## src/rtl/apb_master_arb.sv

```systemverilog
// -----------------------------------------------------------------------------
// apb_master_arb
// Two-requester APB master. Arbitrates round-robin between two local
// requesters and runs one SETUP/ACCESS transfer at a time on a zero-wait APB
// slave. The slave has no pready and registers prdata on the ACCESS edge, so
// reads add one RDWAIT cycle before the data is captured.
//
// Ports
//   clk                  clock, rising edge
//   reset                asynchronous active-low reset
//   req0/req1            level request, held until the matching ack
//   wr0/wr1              1 = write, 0 = read
//   addr0/addr1          target register address
//   wdata0/wdata1        write data
//   ack0/ack1            one-cycle completion pulse to the owning requester
//   rdata                read data, valid in the ack cycle of a read
//   busy                 high whenever the FSM is not idle
//   paddr/pwdata/pwrite  APB address, write data, direction
//   psel/penable         APB select / enable
//   prdata               APB read data (top bit ignored)
// -----------------------------------------------------------------------------
module apb_master_arb #(
  parameter int ADDR_W = 8,
  parameter int DATA_W = 8
) (
  input  logic              clk,
  input  logic              reset,
  input  logic              req0,
  input  logic              req1,
  input  logic              wr0,
  input  logic              wr1,
  input  logic [ADDR_W-1:0] addr0,
  input  logic [ADDR_W-1:0] addr1,
  input  logic [DATA_W-1:0] wdata0,
  input  logic [DATA_W-1:0] wdata1,
  output logic              ack0,
  output logic              ack1,
  output logic [DATA_W-1:0] rdata,
  output logic              busy,
  output logic [ADDR_W-1:0] paddr,
  output logic [DATA_W-1:0] pwdata,
  output logic              pwrite,
  output logic              psel,
  output logic              penable,
  input  logic [DATA_W:0]   prdata
);

  typedef enum logic [2:0] {
    S_IDLE   = 3'd0,
    S_SETUP  = 3'd1,
    S_ACCESS = 3'd2,
    S_RDWAIT = 3'd3,
    S_RESP   = 3'd4
  } state_t;

  state_t              state_q;
  state_t              state_d;

  // grant_q is both the round-robin history and the owner of the transfer in
  // flight: it is only updated on the IDLE edge that accepts a request.
  logic                grant_q;
  logic [ADDR_W-1:0]   paddr_q;
  logic [DATA_W-1:0]   pwdata_q;
  logic                pwrite_q;
  logic [DATA_W-1:0]   rdata_q;

  logic                win_s;
  logic                psel_s;
  logic                penable_s;
  logic                ack0_s;
  logic                ack1_s;
  logic                busy_s;

  // The slave drives a spare top bit that carries no data.
  logic                unused_prdata_s;
  assign unused_prdata_s = prdata[DATA_W];

  // State register.
  always_ff @(posedge clk or negedge reset) begin
    if (!reset) begin
      state_q <= S_IDLE;
    end else begin
      state_q <= state_d;
    end
  end

  // Next-state logic.
  always_comb begin
    state_d = state_q;
    case (state_q)
      S_IDLE: begin
        if (req0 || req1) begin
          state_d = S_SETUP;
        end else begin
          state_d = S_IDLE;
        end
      end
      S_SETUP:  state_d = S_ACCESS;
      S_ACCESS: begin
        if (pwrite_q) begin
          state_d = S_RESP;
        end else begin
          state_d = S_RDWAIT;
        end
      end
      S_RDWAIT: state_d = S_RESP;
      S_RESP:   state_d = S_IDLE;
      default:  state_d = S_IDLE;
    endcase
  end

  // Round-robin winner; under contention the side that did not win last time goes.
  always_comb begin
    win_s = 1'b0;
    if (req0 && req1) begin
      win_s = ~grant_q;
    end else if (req0) begin
      win_s = 1'b0;
    end else begin
      win_s = 1'b1;
    end
  end

  // Transfer latch (held until the next grant) and read-data capture.
  always_ff @(posedge clk or negedge reset) begin
    if (!reset) begin
      grant_q  <= 1'b1;
      paddr_q  <= {ADDR_W{1'b0}};
      pwdata_q <= {DATA_W{1'b0}};
      pwrite_q <= 1'b0;
      rdata_q  <= {DATA_W{1'b0}};
    end else begin
      if ((state_q == S_IDLE) && (req0 || req1)) begin
        grant_q  <= win_s;
        paddr_q  <= win_s ? addr1  : addr0;
        pwdata_q <= win_s ? wdata1 : wdata0;
        pwrite_q <= win_s ? wr1    : wr0;
      end
      // prdata was registered by the slave on the ACCESS edge, so it is
      // stable throughout RDWAIT.
      if (state_q == S_RDWAIT) begin
        rdata_q <= prdata[DATA_W-1:0];
      end
    end
  end

  // Output decode from state (plus the registered owner for the ack).
  always_comb begin
    psel_s    = 1'b0;
    penable_s = 1'b0;
    ack0_s    = 1'b0;
    ack1_s    = 1'b0;
    busy_s    = 1'b1;
    case (state_q)
      S_IDLE: begin
        busy_s = 1'b0;
      end
      S_SETUP: begin
        psel_s = 1'b1;
      end
      S_ACCESS: begin
        psel_s    = 1'b1;
        penable_s = 1'b1;
      end
      S_RDWAIT: begin
        psel_s = 1'b0;
      end
      S_RESP: begin
        ack0_s = ~grant_q;
        ack1_s = grant_q;
      end
      default: begin
        busy_s = 1'b0;
      end
    endcase
  end

  assign psel    = psel_s;
  assign penable = penable_s;
  assign ack0    = ack0_s;
  assign ack1    = ack1_s;
  assign busy    = busy_s;
  assign paddr   = paddr_q;
  assign pwdata  = pwdata_q;
  assign pwrite  = pwrite_q;
  assign rdata   = rdata_q;

endmodule

```

## config.mk

```make
export PLATFORM = sky130hd
export DESIGN_NAME = apb_master_arb
export DESIGN_NICKNAME = d
export VERILOG_FILES = /design/src/rtl/apb_master_arb.sv
export SDC_FILE = /design/constraint.sdc
export NUM_CORES = 1
export LEC_CHECK = 0
export CAP_MARGIN = 20
export CORE_MARGIN = 2
export CORE_UTILIZATION = 30
export CTS_BUF_LIST = sky130_fd_sc_hd__clkbuf_4 sky130_fd_sc_hd__clkbuf_8
export DETAILED_ROUTE_END_ITERATION = 12
export DONT_BUFFER_PORTS = 1
export PLACE_DENSITY = 0.52
export SKIP_CTS_REPAIR_TIMING = 1
export SLEW_MARGIN = 20
export SYNTH_ARGS = -nofsm -noshare
export SYNTH_HDL_FRONTEND = slang
export SYNTH_SLANG_ARGS = --single-unit
export TNS_END_PERCENT = 1
```

## constraint.sdc

```tcl
create_clock -name clk -period 2.2 [get_ports clk]
set_input_delay 0.66 -clock clk [delete_from_list [all_inputs] [get_ports clk]]
set_output_delay 0.66 -clock clk [all_outputs]
set_load 0.01 [all_outputs]
```

==> flow_metrics.tcl <==
set metrics [dict create \
    p_leak_nw 0.538 \
    grt_setup_unrepaired "no" \
    grt_usage_pct 12.6 \
    synth.distinct_cells 24 \
    yosysTopAreaCellShare_pct 51.2 \
    seq_area_frac_synth_pct 53.2 \
    die_width_um 71.5 \
    cts.sinks 29 \
    n_antenna_cell 0 \
    nNetsFinal 150 \
    fill_cells 432 \
    use_met1_pct 14.2 \
    ys_async_sr_fraction_pct 100 \
    slew_headroom_pct 55.7 \
    fin_worst_skew_ns 0.00776 \
    grt_max_degree 30 \
    reg2reg_depth 3 \
    fin_ws_ns 0.280 \
    finalPower_mw 2.40 \
    drt_iter0_markers 26 \
    dp.final_hpwl_um 2290 \
    whs_ns 0.0707 \
    final_cell_mix "28 x dfrtp_1, 17 x nand4b_1, 11 x o221a_1, 8 x mux2_2, 7 x nor2_1" \
    core_area_sq_mm 0.00438 \
    fin_crit_sh_pct 87.3 \
    path_max_fanout 8 \
    top_usage_layer "met2" \
    maxCapViolCount 0 \
    antenna_left 0 \
    path_class "register to output port" \
    rows 24 \
    p_comb_share_pct 33.8 \
    power.switching_mw 0.933 \
    synth_nets 153 \
    clkPwrFrac_pct 17.5 \
    fp.dieH_um 71.5 \
    synth_top_cell_by_area "dfrtp_1" \
    drc 0 \
    yosysWarnings 0 \
    synth_area_leaders "dfrtp_1 51%, nand4b_1 11%, o221a_1 9.1%" \
    cp.arrival_ns 1.26 \
    gp_congestion 0.672 \
    wl_per_cell_um 20.3 \
    start_util_pct 31.2 \
    via_per_inst 5.99 \
    met2_usage_pct 21.1 \
    cts_buffer_depth 2 \
    worst_setup_path_start_kind "register" \
    drv_slew 0 \
    synth_edf_count 0 \
    grt-ovfl-total 0 \
    cp_data_required_time_ns 1.54 \
    io_buffers 0 \
    seq_area_sq_um 727 \
    powerDensity_mw_per_mm2 1630 \
    wl_um 3170 \
    die_area_sq_mm 0.00511 \
    pre_cts_ws_ns 0.281 \
    min_period_ns 1.92 \
    io_pins 77 \
    status "finished clean" \
    layout_commonest_cell "dfrtp_1" \
    finalHoldViolations 0 \
    drtPass1Iterations 4 \
    cts_tree "done" \
    hp-class "input port to asynchronous set/reset pin" \
    end_kind "output port" \
    ys_seq_elements 29 \
    synthToLayoutAreaGrowth_pct 7.41 \
    final_cells 156 \
    root_buffer "clkbuf_8" \
    multi_input_area_sq_um 576 \
    tightest_slew_ns 0.665 \
    p_int_mw 1.46 \
    ir_drop_v 0.000413 \
    grt_pass1_wl_um 4910 \
    drive_above_1_share_pct 26.0 \
    vias 935 \
    cts_made_buffers 5 \
    switching_share_pct 38.9 \
    synthesis.instances 106 \
    synth_ff_type "dfrtp_1" \
    p_seq_share_pct 48.7 \
    avgSynthCellArea_sq_um 12.9 \
    tns_ns 0 \
    post-place-cells 148 \
    grt_pass1_vias 992 \
    insertion_delay_ns 0.28 \
    max_freq_mhz 521 \
    antenna_found_initial 0 \
    cts-htree-levels 2 \
    finalSetupViolations 0 \
    clk_pin_slew_ns 0.06 \
    synth_area_sq_mm 0.00137 \
    grt_use_met3_pct 5.91 \
]
## registers in the layout (all words and copies together) (netlist names)
| name | cells |
|---|---|
| pwdata | 8 |
| state_q | 3 |
| pwrite | 1 |
| grant_q | 1 |
| paddr | 8 |
| rdata | 8 |
## power by group through the flow
stage	combinational [mW]	clock, mW	sequential (mW)
after global routing	0.899	0.464	1.21
after detailed placement	0.830	0	1.18
after floorplan	0.805	0	1.05
after global placement	0.789	0	1.17
final	0.810	0.421	1.17
after CTS	0.825	0.440	1.17
## worst max-delay path, cell delays in order (launching register included)
cell and delay [ns]:
dfrtp_1 0.49, nor2_1 0.23, nand2_1 0.08, nor2_1 0.19
## metrics by stage
stage	utilization, %	area (sq um)
2_1_floorplan	-	1370
3_3_place_gp	31.5	1380
3_5_place_dp	31.5	1380
4_1_cts	33.5	1470
5_1_grt	33.5	1470
6_report	33.5	1470
## synth_stat cells, types with 2 or more instances
master / instances
nor2_1: 7
xnor2_1: 2
nand2b_1: 2
o221a_1: 11
nand4b_1: 17
buf_2: 7
dfrtp_1: 28
o221a_2: 6
clkbuf_1: 3
nand2_1: 2
mux2_2: 8
## worst paths after layout
check                                          start                     to  slack, ns
worst max-delay path            state_q[0]$_DFF_PN0_                   ack0       0.28
worst min-delay path                           reset   state_q[1]$_DFF_PN0_       0.07
worst max register to register  state_q[0]$_DFF_PN0_  pwdata[6]$_DFFE_PN0P_       0.32
worst min register to register   grant_q$_DFFE_PN1P_    grant_q$_DFFE_PN1P_       0.56
max in group asynchronous                      reset    grant_q$_DFFE_PN1P_       1.96
min in group clk                                req0    grant_q$_DFFE_PN1P_       0.44
## metal layers
| layer | share of wire [%] | vias to the layer above | wire, um |
|---|---|---|---|
| li1 | - | 412 | - |
| met1 | 38 | 464 | 1210 |
| met2 | 52 | 57 | 1660 |
| met3 | 9.0 | 2 | 286 |
| met4 | 0.38 | 0 | 12 |
| met5 | 0 | - | 0 |
## logic make-up after synthesis
logic type                count (synthesis)  synth area share, %
xor gates and xnor gates                  2                 1.28
buffers and inverters                    12                 4.76
AOI/OAI and AO/OA                        22                 16.3
muxes                                     9                 7.32
DFF                                      29                 53.2
and+or+nand+nor                          32                 17.2
## final cells by class
cell class	count	share of cell area, %
clock buffer	6	5.20
clock inverter	2	0.681
multi-input combinational	65	39.2
sequential	29	49.5
tap	52	4.43
timing repair buffer	2	1.02
No activity file was read; power rests on OpenSTA's default activity.
